--- config.mk ---
export PLATFORM = sky130hd
export DESIGN_NAME = fetch_sequencer_flat
export DESIGN_NICKNAME = d
export VERILOG_FILES = /design/src/rtl/fetch_sequencer_if.sv /design/src/rtl/fetch_sequencer.sv /design/src/flat_wrapper.sv
export SDC_FILE = /design/constraint.sdc
export NUM_CORES = 1
export LEC_CHECK = 0
export ABC_AREA = 1
export BUFFER_PORTS_ARGS = -buffer_cell sky130_fd_sc_hd__buf_4
export CAP_MARGIN = 20
export CORE_MARGIN = 2
export CORE_UTILIZATION = 35
export CTS_CLUSTER_DIAMETER = 50
export CTS_CLUSTER_SIZE = 24
export DETAILED_ROUTE_END_ITERATION = 12
export PLACE_DENSITY = 0.54
export SETUP_SLACK_MARGIN = 0.15
export SKIP_LAST_GASP = 1
export SYNTH_ARGS = -nofsm -noshare
export SYNTH_HDL_FRONTEND = slang
export SYNTH_SLANG_ARGS = --single-unit
--- constraint.sdc ---
create_clock -name CLK -period 3.1 [get_ports CLK]
set_input_delay 0.93 -clock CLK [delete_from_list [all_inputs] [get_ports CLK]]
set_output_delay 0.93 -clock CLK [all_outputs]
set_load 0.02 [all_outputs]
--- src/rtl/fetch_sequencer_if.sv ---
// Control bundle between the fetch sequencer, the instruction unit strobes
// and the execute-stage issue handshake.
interface fetch_sequencer_if;
  logic [31:0] IR_out;
  logic        ex_ready;
  logic        ex_done;
  logic        ex_taken;
  logic        im_cs;
  logic        im_rd;
  logic        im_wr;
  logic        pc_inc;
  logic        pc_ld;
  logic        ir_ld;
  logic [1:0]  pc_sel;
  logic        issue_valid;
  logic        halted;
  logic        ex_timeout;
  logic [31:0] instr_count;

  // Sequencer side
  modport master (
    input  IR_out, ex_ready, ex_done, ex_taken,
    output im_cs, im_rd, im_wr, pc_inc, pc_ld, ir_ld, pc_sel,
           issue_valid, halted, ex_timeout, instr_count
  );

  // Instruction unit / execute side
  modport slave (
    output IR_out, ex_ready, ex_done, ex_taken,
    input  im_cs, im_rd, im_wr, pc_inc, pc_ld, ir_ld, pc_sel,
           issue_valid, halted, ex_timeout, instr_count
  );
endinterface

--- src/rtl/fetch_sequencer.sv ---
// Multicycle fetch/decode/issue sequencer: drives instruction-unit strobes,
// issues to execute, resolves control flow after execute and halts on break.
module fetch_sequencer #(
  parameter int unsigned IM_WAIT  = 0,
  parameter int unsigned WD_LIMIT = 255
) (
  input logic              CLK,
  input logic              RESET,
  fetch_sequencer_if.master bus
);

  localparam int unsigned WAIT_W = 4;
  localparam int unsigned WD_W   = 16;
  localparam int unsigned CNT_W  = 32;

  localparam logic [2:0] S_START    = 3'd0;
  localparam logic [2:0] S_FETCH    = 3'd1;
  localparam logic [2:0] S_IR_LOAD  = 3'd2;
  localparam logic [2:0] S_DECODE   = 3'd3;
  localparam logic [2:0] S_ISSUE    = 3'd4;
  localparam logic [2:0] S_WAIT_EX  = 3'd5;
  localparam logic [2:0] S_REDIRECT = 3'd6;
  localparam logic [2:0] S_HALT     = 3'd7;

  localparam logic [1:0] CLS_PLAIN = 2'd0;
  localparam logic [1:0] CLS_BR    = 2'd1;
  localparam logic [1:0] CLS_JAL   = 2'd2;
  localparam logic [1:0] CLS_JR    = 2'd3;

  localparam logic [1:0] SEL_BRANCH = 2'd0;
  localparam logic [1:0] SEL_JUMP   = 2'd1;
  localparam logic [1:0] SEL_REG    = 2'd2;

  localparam logic [5:0] OP_SPECIAL = 6'h00;
  localparam logic [5:0] OP_J       = 6'h02;
  localparam logic [5:0] OP_JAL     = 6'h03;
  localparam logic [5:0] OP_BEQ     = 6'h04;
  localparam logic [5:0] OP_BNE     = 6'h05;
  localparam logic [5:0] FN_JR      = 6'h08;
  localparam logic [5:0] FN_BREAK   = 6'h0D;

  logic [2:0]        state_q, state_d;
  logic [WAIT_W-1:0] wait_q, wait_d;
  logic [WD_W-1:0]   wd_q, wd_d;
  logic [1:0]        cls_q, cls_d;
  logic [1:0]        pc_sel_q, pc_sel_d;
  logic [CNT_W-1:0]  cnt_q, cnt_d;
  logic              tmo_q, tmo_d;

  logic im_cs_c, im_rd_c, pc_inc_c, pc_ld_c, ir_ld_c, issue_valid_c, halted_c;

  logic [5:0] op, funct;
  logic       unused_ir;

  assign op        = bus.IR_out[31:26];
  assign funct     = bus.IR_out[5:0];
  assign unused_ir = ^bus.IR_out[25:6];

  // State and datapath registers
  always_ff @(posedge CLK or negedge RESET) begin
    if (!RESET) begin
      state_q  <= S_START;
      wait_q   <= '0;
      wd_q     <= '0;
      cls_q    <= CLS_PLAIN;
      pc_sel_q <= SEL_BRANCH;
      cnt_q    <= '0;
      tmo_q    <= 1'b0;
    end else begin
      state_q  <= state_d;
      wait_q   <= wait_d;
      wd_q     <= wd_d;
      cls_q    <= cls_d;
      pc_sel_q <= pc_sel_d;
      cnt_q    <= cnt_d;
      tmo_q    <= tmo_d;
    end
  end

  // Next-state logic and Moore output decode
  always_comb begin
    state_d       = state_q;
    wait_d        = wait_q;
    wd_d          = wd_q;
    cls_d         = cls_q;
    pc_sel_d      = pc_sel_q;
    cnt_d         = cnt_q;
    tmo_d         = tmo_q;
    im_cs_c       = 1'b0;
    im_rd_c       = 1'b0;
    pc_inc_c      = 1'b0;
    pc_ld_c       = 1'b0;
    ir_ld_c       = 1'b0;
    issue_valid_c = 1'b0;
    halted_c      = 1'b0;

    case (state_q)
      S_START: begin
        state_d = S_FETCH;
      end
      S_FETCH: begin
        im_cs_c = 1'b1;
        im_rd_c = 1'b1;
        if (wait_q == WAIT_W'(IM_WAIT)) begin
          wait_d  = '0;
          state_d = S_IR_LOAD;
        end else begin
          wait_d = wait_q + WAIT_W'(1);
        end
      end
      S_IR_LOAD: begin
        im_cs_c  = 1'b1;
        im_rd_c  = 1'b1;
        ir_ld_c  = 1'b1;
        pc_inc_c = 1'b1;
        state_d  = S_DECODE;
      end
      S_DECODE: begin
        state_d = S_ISSUE;
        cls_d   = CLS_PLAIN;
        case (op)
          OP_J: begin
            pc_sel_d = SEL_JUMP;
            cnt_d    = cnt_q + CNT_W'(1);
            state_d  = S_REDIRECT;
          end
          OP_SPECIAL: begin
            if (funct == FN_BREAK) begin
              cnt_d   = cnt_q + CNT_W'(1);
              state_d = S_HALT;
            end else if (funct == FN_JR) begin
              cls_d = CLS_JR;
            end
          end
          OP_JAL:         cls_d = CLS_JAL;
          OP_BEQ, OP_BNE: cls_d = CLS_BR;
          default:        cls_d = CLS_PLAIN;
        endcase
      end
      S_ISSUE: begin
        issue_valid_c = 1'b1;
        if (bus.ex_ready) begin
          wd_d    = '0;
          state_d = S_WAIT_EX;
        end
      end
      S_WAIT_EX: begin
        // Completion takes priority over a watchdog expiring on the same cycle
        if (bus.ex_done) begin
          cnt_d   = cnt_q + CNT_W'(1);
          state_d = S_FETCH;
          case (cls_q)
            CLS_BR: begin
              if (bus.ex_taken) begin
                pc_sel_d = SEL_BRANCH;
                state_d  = S_REDIRECT;
              end
            end
            CLS_JAL: begin
              pc_sel_d = SEL_JUMP;
              state_d  = S_REDIRECT;
            end
            CLS_JR: begin
              pc_sel_d = SEL_REG;
              state_d  = S_REDIRECT;
            end
            default: state_d = S_FETCH;
          endcase
        end else if (wd_q == WD_W'(WD_LIMIT - 1)) begin
          tmo_d   = 1'b1;
          state_d = S_HALT;
        end else begin
          wd_d = wd_q + WD_W'(1);
        end
      end
      S_REDIRECT: begin
        pc_ld_c = 1'b1;
        state_d = S_FETCH;
      end
      S_HALT: begin
        halted_c = 1'b1;
      end
      default: state_d = S_START;
    endcase
  end

  assign bus.im_cs       = im_cs_c;
  assign bus.im_rd       = im_rd_c;
  assign bus.im_wr       = 1'b0;
  assign bus.pc_inc      = pc_inc_c;
  assign bus.pc_ld       = pc_ld_c;
  assign bus.ir_ld       = ir_ld_c;
  assign bus.pc_sel      = pc_sel_q;
  assign bus.issue_valid = issue_valid_c;
  assign bus.halted      = halted_c;
  assign bus.ex_timeout  = tmo_q;
  assign bus.instr_count = cnt_q;

endmodule

--- src/flat_wrapper.sv ---
// flat-port wrapper written by rule: the top's interface ports become plain ports
module fetch_sequencer_flat 
#(
  parameter int unsigned IM_WAIT  = 0,
  parameter int unsigned WD_LIMIT = 255
)
  (CLK, RESET, bus_IR_out, bus_ex_ready, bus_ex_done, bus_ex_taken, bus_im_cs, bus_im_rd, bus_im_wr, bus_pc_inc, bus_pc_ld, bus_ir_ld, bus_pc_sel, bus_issue_valid, bus_halted, bus_ex_timeout, bus_instr_count);
  fetch_sequencer_if bus_i ();
  input logic CLK;
  input logic RESET;
  input wire logic [$bits(bus_i.IR_out)-1:0] bus_IR_out;
  input wire logic [$bits(bus_i.ex_ready)-1:0] bus_ex_ready;
  input wire logic [$bits(bus_i.ex_done)-1:0] bus_ex_done;
  input wire logic [$bits(bus_i.ex_taken)-1:0] bus_ex_taken;
  output wire logic [$bits(bus_i.im_cs)-1:0] bus_im_cs;
  output wire logic [$bits(bus_i.im_rd)-1:0] bus_im_rd;
  output wire logic [$bits(bus_i.im_wr)-1:0] bus_im_wr;
  output wire logic [$bits(bus_i.pc_inc)-1:0] bus_pc_inc;
  output wire logic [$bits(bus_i.pc_ld)-1:0] bus_pc_ld;
  output wire logic [$bits(bus_i.ir_ld)-1:0] bus_ir_ld;
  output wire logic [$bits(bus_i.pc_sel)-1:0] bus_pc_sel;
  output wire logic [$bits(bus_i.issue_valid)-1:0] bus_issue_valid;
  output wire logic [$bits(bus_i.halted)-1:0] bus_halted;
  output wire logic [$bits(bus_i.ex_timeout)-1:0] bus_ex_timeout;
  output wire logic [$bits(bus_i.instr_count)-1:0] bus_instr_count;
  assign bus_i.IR_out = bus_IR_out;
  assign bus_i.ex_ready = bus_ex_ready;
  assign bus_i.ex_done = bus_ex_done;
  assign bus_i.ex_taken = bus_ex_taken;
  assign bus_im_cs = bus_i.im_cs;
  assign bus_im_rd = bus_i.im_rd;
  assign bus_im_wr = bus_i.im_wr;
  assign bus_pc_inc = bus_i.pc_inc;
  assign bus_pc_ld = bus_i.pc_ld;
  assign bus_ir_ld = bus_i.ir_ld;
  assign bus_pc_sel = bus_i.pc_sel;
  assign bus_issue_valid = bus_i.issue_valid;
  assign bus_halted = bus_i.halted;
  assign bus_ex_timeout = bus_i.ex_timeout;
  assign bus_instr_count = bus_i.instr_count;
  fetch_sequencer #(.IM_WAIT(IM_WAIT), .WD_LIMIT(WD_LIMIT)) u_core (.CLK(CLK), .RESET(RESET), .bus(bus_i));
endmodule
Yosys cells after proc, flatten, opt, wreduce, memory -nomap -nowiden
Cells that the tools add are included.

Bitwise gates (word level): 1. Add/subtract/negate cells: 3. Eq/ne operators: 28. Reduce and logical (&&, ||, !) cells: 15. Mux-type cells: 31.

Operators with widths (count): $pmux W32 S2 (2); $mux W32 (2); $mux W16 (3); $add A32 B1 Y32 const B (1); $pmux W16 S2 (1); $pmux W3 S6 (1); $add A16 B1 Y16 const B (1); $eq A16 B8 Y1 const B (1); $mux W3 (5); $eq A3 B3 Y1 const B (4); $eq A6 B2 Y1 const B (2); $eq A6 B3 Y1 const B (2); $eq A6 B4 Y1 const B (2); $mux W2 (6); $pmux W2 S3 (2); $pmux W3 S2 (2); $reduce_and A4 Y1 (3); $ne A2 B2 Y1 const B (5); $ne A3 B2 Y1 const B (3); $reduce_or A2 Y1 (4); $eq A3 B2 Y1 const B (2); $logic_not A6 Y1 (1); $reduce_bool A6 Y1 (1); $mux W1 (5); other kinds (15) (17).

Bits in registers: 60. Word-level logic and storage cells: 85. Output and inout bits: 43. Bits of input ports: 37.

Logic depth before layout (Yosys ltp)
Gate-level depths: netlist of run 1.

Depth in word-level cells: 5. Depth in mapped cells: 11. Mapped depth without buffers: 10.

Least setup slack after synthesis of run 1
OpenSTA, ideal clock, no wires.

Kind: register to output. Start: register u_core.state_q[2]. End: output bus_im_rd. Required time: 2170 ps. Slack: 1081 ps. Cell stages (with the launch flop): 5. Buffers on the path: 1. Arrival: 1089 ps. Cell sequence: dfrtp_1 inv_2 nand3_1 nand2_1 buf_4.

Cells in the longest elaborated chain, start to end: 3.

RTL lines: from (decl) (RTL line fetch_sequencer.sv:42) `logic [2:0] state_q, state_d;`; from (signal assigned) (RTL line fetch_sequencer.sv:70) `state_q <= state_d;`; $eq A3 B2 Y1 / $eq A3 B1 Y1 (equally long branches); $reduce_or A2 Y1 (no source line) (*); $mux W1 (*); to (decl) (RTL line flat_wrapper.sv:16) `output wire logic [$bits(bus_i.im_rd)-1:0] bus_im_rd;`.

Every way passes the cells marked *; elsewhere a longest branch is shown, timed or not.

Worst setup path in the final report of run 1
Start: register u_core.state_q[0]. End: output bus_im_cs.

Cells in the longest elaborated chain, start to end: 3.

RTL lines: $eq A3 B2 Y1 / $eq A3 B1 Y1 (equally long branches) (RTL line fetch_sequencer.sv:97) `case (state_q)`; $reduce_or A2 Y1 (no source line) (*); $mux W1 (*) (RTL line fetch_sequencer.sv:97); to (decl) (RTL line flat_wrapper.sv:15) `output wire logic [$bits(bus_i.im_cs)-1:0] bus_im_cs;`.

Marks and branches as above.

==> metrics.md, run 1 <==
| Metric | Value |
|---|---|
| Status | `completed` |
| Flop2flop setup slack | `990 ps` |
| Io pins | `80` |
| Drt drc | `0` |
| HP Start | `u_core.wait_q[3]` |
| Critical path startpoint | `u_core.state_q[0]` |
| Final worst path period need | `approximately 2400 ps` |
| Most common cell after layout, fill and taps aside | `nand2_1` |
| Commonest non-fill, non-tap cells in the layout | `nand2_1, nor2_1, dfrtp_1` |
| Max_cap viols | `0` |
| DR vias | `a little under 4k` |
| Peak supply drop | `0.2068 mV` |
| Routability cong. | `0.8422` |
| Worst setup SP type | `flip-flop` |
| Worst slew margin | `0.4721` |
| Remaining antenna violation count | `0` |
| Total CTS buffers | `9` |
| Grt ovf | `0` |
| Pleak | `about 2.4 nW` |
| Vias in the first global route | `approximately 3.8k` |
| CTS H-Tree Depth | `3` |
| Area Growth Syn to Fin | `20.40%` |
| Hold endpoint | `u_core.wait_q[3]` |
| Crit path cell chain | `nand3_1 -> nand2_1 -> buf_4` |
| Site Rows | `39` |
| FF-to-FF End | `u_core.bus.instr_count[17]` |
| Hold Buf Count CTS | `0` |
| Port bufs | `58` |
| Final nets | `a little over 700` |
| CP arrival | `between 1000 and 1500 ps` |
| Largest stage delay on the critical path | `530 ps` |
| DIE WIDTH | `between 100 and 150 µm` |
| Fin crit share | `0.7653` |
| Post-CTS Setup Inserts | `0` |
| Die footprint | `between 0.01 and 0.015 mm²` |
| Netlist cell types | `33` |
| Power Density | `369.1 mW/mm²` |
| Core region area | `roughly 0.011 mm²` |
| Count of pins over their slew limit | `0` |
| Mapped Area | `~0.0040 mm²` |
| CTS tree | `done` |
| Diodes inserted | `0` |
| Setup Skew | `roughly 10 ps` |
| Average wire per standard cell | `~13 µm` |
| F_max | `roughly 0.42 GHz` |
| HPWL Detailed | `around 7600 µm` |
| Clock sink count | `60` |
| Hold Path Class | `reg2reg` |
| Slowest-stage cell, CP | `dfrtp_1` |
| Slew of the pin with the lowest slew margin | `between 700 and 800 ps` |
| Final setup vio count | `0` |
| CP Capture Type | `output pin` |
| Setup TNS | `0 ps` |
| Worst-Skew Late Latency | `between 300 and 400 ps` |
| CP max FO | `8` |
| Vias per cell | `roughly 4.8` |
| CP required | `between 2000 and 2500 ps` |
| Multi-input logic area | `0.002278 mm²` |
| Setup CP Type | `reg2out` |
| CTS root buffer | `clkbuf_16` |
| Antenna violations before repair | `0` |
| WL final | `between 10000 and 15000 µm` |
| Hold depth | `1` |
| DR pass1 iterations | `4` |
| First-pass GRT wire length | `18070 µm` |
| R2R Path Start | `u_core.state_q[0]` |
| All-Layer GR Usage | `0.1775` |
| RSZ-0062 raised after global routing | `false` |
| Syn_nets | `653` |
| FILL cells | `about 1.2k` |
| Maximum clock path buffer count | `2` |
| Post-CTS Resized | `0` |
| Largest net degree at the start of global routing | `about 60` |
| Post-Synthesis Cells | `about 610` |
| Layout Cells excl Fill | `812` |
| Final Hold Fails | `0` |
| Yosys reg bits | `60` |
| Initial Util | `0.3559` |
| Proportion of layout cells with a drive suffix above 1 | `0.1360` |
| YS warnings | `0` |
| Post-synthesis sequential area ratio | `0.3727` |
| Height of the die | `111.3 µm` |
| Placed cells | `a little under 800` |
| R2R depth | `9` |
| Register area | `0.001501 mm²` |
| Mean post-synth cell area | `between 6 and 7 µm²` |
| Starting DRT DRC Count | `228` |
| Clock-pin slew on the worst setup and hold paths | `60 ps` |
==> layer usage <==
layer	vias up	track usage	share of wire
met2	80	0.2976	0.45
met5	-	0	0
met4	0	0.06420	0.016
li1	2008	-	-
met3	13	0.03062	0.042
met1	1778	0.2304	0.49
==> cell usage after synthesis <==
cell        n  area share
xor2_1     11       0.024
nor3_1      1      0.0012
o21ai_0    10       0.012
a31o_2      1      0.0022
nand2_4     2      0.0056
buf_1       1     0.00093
nand3b_1   20       0.037
buf_4       7       0.013
nand2_2     3      0.0047
dfrtp_1    60        0.37
nor2_1    102       0.095
ha_1       10       0.031
buf_6       2      0.0056
nor3_2      1      0.0025
inv_4       1      0.0016
nand2_1   264        0.25
conb_1      1     0.00093
nor2_2      1      0.0016
xnor2_1     8       0.017
o21bai_1    4      0.0075
inv_1      37       0.034
nor3b_1     2      0.0037
inv_2       4      0.0037
a21oi_1     7      0.0087
nand3_4     1      0.0043
and2_1      1      0.0016
nand4_1    12       0.019
nand3_2     1      0.0025
a31oi_1     2      0.0031
nand3_1    19       0.024
o21ai_1     7      0.0087
buf_2       2      0.0025
or2_2       1      0.0016
==> cell families (layout without fill, tap and decap cells) <==
kind of cell	after synthesis	count (layout)	synth area share
AND/OR/NAND/NOR	431	431	0.4497
buffers and inverters	54	117	0.06180
adder cells (fa/ha/maj)	10	10	0.03106
flip-flops	60	60	0.3727
other	1	1	0.0009308
AO/OA/AOI/OAI	31	31	0.04255
XOR/XNOR	19	19	0.04130
==> worst max-delay path by stage <==
stage                                      to  slack [ps]  cells after the start
global placement    u_core.bus.instr_count[5]         590                      9
floorplan                           bus_im_rd        1080                      4
detailed placement  u_core.bus.instr_count[5]         560                      9
global route                        bus_im_cs         640                      3
CTS                                 bus_im_cs         720                      3
finish                              bus_im_cs         730                      3
==> metrics by stage <==
| stage | worst slack [ps] | instance area [µm²] | total power, mW | hold slack [ps] | utilization |
|---|---|---|---|---|---|
| floorplan | 1081 | 4029 | 0.8105 | 446.4 | - |
| global placement | 588.3 | 4562 | 0.8465 | 467.1 | 0.4030 |
| detailed placement | 563.0 | 4562 | 0.8476 | 470.7 | 0.4030 |
| CTS | 715.5 | 4851 | 1.819 | 479.1 | 0.4285 |
| global route | 642.9 | 4851 | 1.851 | 500.7 | 0.4285 |
| finish | 727.7 | 4851 | 1.790 | 477.6 | 0.4285 |
==> flip-flops by register name (all words and copies together) (netlist names) <==
signal and count:
u_core.bus.ex_timeout 1, u_core.bus.instr_count 32, u_core.bus.pc_sel 2, u_core.cls_q 2, u_core.state_q 3, u_core.wait_q 4, u_core.wd_q 16
==> power by group <==
group / internal, mW / total, mW / switching (mW) / leakage [nW]
Combinational: 0.0175 / 0.0452 / 0.0276 / 1.45
Sequential: 0.785 / 0.787 / 0.00170 / 0.807
Clock: 0.583 / 0.959 / 0.375 / 0.134
==> worst max-delay path, delay by kind of cell, from the launching register on <==
| family | cells | cell delay [ps] |
|---|---|---|
| buf+inv | 1 | 150 |
| flops | 1 | 530 |
| simple gates | 2 | 430 |
==> area by class of cell <==
type	instances	share of cell area
clock buffer	11	0.05210
tap	143	0.03688
clock inverter	5	0.007480
inverter	42	0.03302
timing repair buffer	59	0.09131
multi-input combinational	492	0.4697
sequential	60	0.3095
Power figures use the tool's default switching activity.
==> inputs of run 2 (changes only) <==
- PLACE_DENSITY: 0.54 -> 0.56
- clock period: 3.1 -> 2.1 ns (I/O delays scaled with it)
==> metrics.md, run 2 (synthesis results as in run 1) <==
| Metric | Value |
|---|---|
| CTS tree | `done (unchanged)` |
| Setup Skew | `7.592 ps (was 9.791 ps)` |
| Final Hold Fails | `0 (unchanged)` |
| Die footprint | `0.01239 mm² (unchanged)` |
| WL final | `10170 µm (was 10300 µm)` |
| DIE WIDTH | `111.3 µm (unchanged)` |
| CTS root buffer | `clkbuf_16 (unchanged)` |
| Slowest-stage cell, CP | `dfrtp_2 (was dfrtp_1)` |
| CP arrival | `1280 ps (was 1440 ps)` |
| FILL cells | `1187 (was 1182)` |
| CP max FO | `6 (was 8)` |
| Maximum clock path buffer count | `2 (unchanged)` |
| All-Layer GR Usage | `0.1697 (was 0.1775)` |
| Starting DRT DRC Count | `156 (was 228)` |
| DR pass1 iterations | `4 (unchanged)` |
| Final setup vio count | `0 (unchanged)` |
| Total CTS buffers | `9 (unchanged)` |
| Setup TNS | `0 ps (unchanged)` |
| Proportion of layout cells with a drive suffix above 1 | `0.1563 (was 0.1360)` |
| Average wire per standard cell | `12.38 µm (was 12.68 µm)` |
| Final worst path period need | `about 1900 ps` |
| Fin crit share | `0.9096` |
| Setup CP Type | `reg2out (unchanged)` |
| Grt ovf | `0 (unchanged)` |
| Remaining antenna violation count | `0 (unchanged)` |
| Pleak | `2.456 nW (was 2.386 nW)` |
| Vias in the first global route | `3664 (was 3799)` |
| First-pass GRT wire length | `16990 µm (was 18070 µm)` |
| Max reg flops | `32 (unchanged)` |
| Buf/Inv on CP | `2 (was 1)` |
| Io pins | `80 (unchanged)` |
| Vias per cell | `4.833 (was 4.777)` |
| Worst slew margin | `0.6422 (was 0.4721)` |
| CP required | `1470 ps (was 2170 ps)` |
| CTS H-Tree Depth | `3 (unchanged)` |
| CP Capture Type | `output pin (unchanged)` |
| Area Growth Syn to Fin | `24.38% (was 20.40%)` |
| Most common cell after layout, fill and taps aside | `nand2_1 (unchanged)` |
| Site Rows | `39 (unchanged)` |
| Diodes inserted | `0 (unchanged)` |
| Crit path cell chain | `buf_4 -> nor3_4 -> buf_6 (was nand3_1 -> nand2_1 -> buf_4)` |
| Drt drc | `0 (unchanged)` |
| Clock sink count | `60 (unchanged)` |
| Largest net degree at the start of global routing | `47 (was 61)` |
| Worst setup SP type | `flip-flop (unchanged)` |
| HPWL Detailed | `7581 µm (was 7551 µm)` |
| Commonest non-fill, non-tap cells in the layout | `nand2_1, nor2_1, buf_4 (was nand2_1, nor2_1, dfrtp_1)` |
| Max_cap viols | `0 (unchanged)` |
| Power Density | `537.9 mW/mm² (was 369.1 mW/mm²)` |
| Worst-Skew Late Latency | `330 ps (was 340 ps)` |
| Hold Path Class | `in2async (was reg2reg)` |
| Antenna violations before repair | `0 (unchanged)` |
| DR vias | `3968 (was 3879)` |
| CP delay by family, top | `flip-flops (unchanged)` |
| Initial Util | `0.3559 (unchanged)` |
| F_max | `0.5235 GHz` |
| Routability cong. | `0.8933 (was 0.8422)` |
| Core region area | `0.01132 mm² (unchanged)` |
| Status | `completed (unchanged)` |
| Slew of the pin with the lowest slew margin | `536.7 ps (was 791.8 ps)` |
| RSZ-0062 raised after global routing | `true (was false)` |
| Peak supply drop | `0.3708 mV (was 0.2068 mV)` |
| Largest stage delay on the critical path | `460 ps (was 530 ps)` |
| Port bufs | `58 (unchanged)` |
| Final Util | `0.4426 (was 0.4285)` |
| Clock-pin slew on the worst setup and hold paths | `50 ps (was 60 ps)` |
| Final nets | `720 (was 711)` |
| Height of the die | `111.3 µm (unchanged)` |
| Count of pins over their slew limit | `0 (unchanged)` |
[run 2: cell count changes in the layout (fill, tap and decap cells not counted), moves of 2 or more]
| cell | delta |
|---|---|
| clkbuf_1 | +2 |
| clkinvlp_4 | -3 |
| buf_12 | +3 |
| nand3_1 | -2 |
| dfrtp_2 | +2 |
| buf_4 | +5 |
| dfrtp_1 | -2 |
[run 2: where the power goes]
part	internal (mW)	switching, mW
sequential	1.16	0.00239
clock	0.948	0.515
combinational	0.0298	0.0416
[run 2: final timing paths]
check,cells past startpoint,end,from,slack (ps)
setup / recovery,3,bus_issue_valid,u_core.state_q[0],190
hold / removal,1,u_core.bus.pc_sel[1],RESET,160
setup reg to reg,8,u_core.state_q[2],u_core.state_q[1],340
hold reg to reg,1,u_core.wait_q[3],u_core.wait_q[3],470
max in group asynchronous,2,u_core.state_q[0],RESET,1420
min in group CLK,1,u_core.wait_q[3],u_core.wait_q[3],470
[run 2: repair_timing]
item	4_1_cts	5_1_grt
buffers inserted	6	1
resized for setup	6	7
pin swaps	0	0
hold buffers	0	0
setup endpoints to repair	15	7
gates cloned	0	0
[run 2: final cells by class]
class	instances	area [µm²]	share of cell area
multi-input cells	492	2318	0.4627
inverters	42	162.7	0.03246
well taps	143	178.9	0.03571
clock inverters	4	48.80	0.009738
repair buffers	68	551.8	0.1101
flip-flops and latches	60	1504	0.3001
clock buffers	12	246.5	0.04919
[run 2: worst register-to-register path, cell delays in order (launching register included)]
cell and delay [ps]:
dfrtp_1 420, inv_2 120, buf_4 140, nand3_4 60
buf_4 200, nor2_1 210, nand2_1 110, and2_1 190
o21ai_0 210
[run 2: routing by layer]
metal,wire [µm],global-route usage,share of wire,vias up
li1,-,-,-,2029
met1,4759,0.2164,0.47,1851
met2,4823,0.2805,0.47,78
met3,426,0.03390,0.042,10
met4,157,0.07160,0.015,0
met5,0,0,0,-
[run 2: stage by stage]
stage                     worst slack [ps]  hold slack [ps]  area (µm²)  power (mW)  cells
after floorplan                      381.1            334.4        4029       1.196    606
after global placement               100.7            473.9        4602       1.254    798
after detailed placement             74.65            471.0        4602       1.256    798
after CTS                            163.2            149.4        4976       2.745    820
after global routing                 135.9            157.4        5011       2.798    821
final                                189.9            155.1        5011       2.695    821
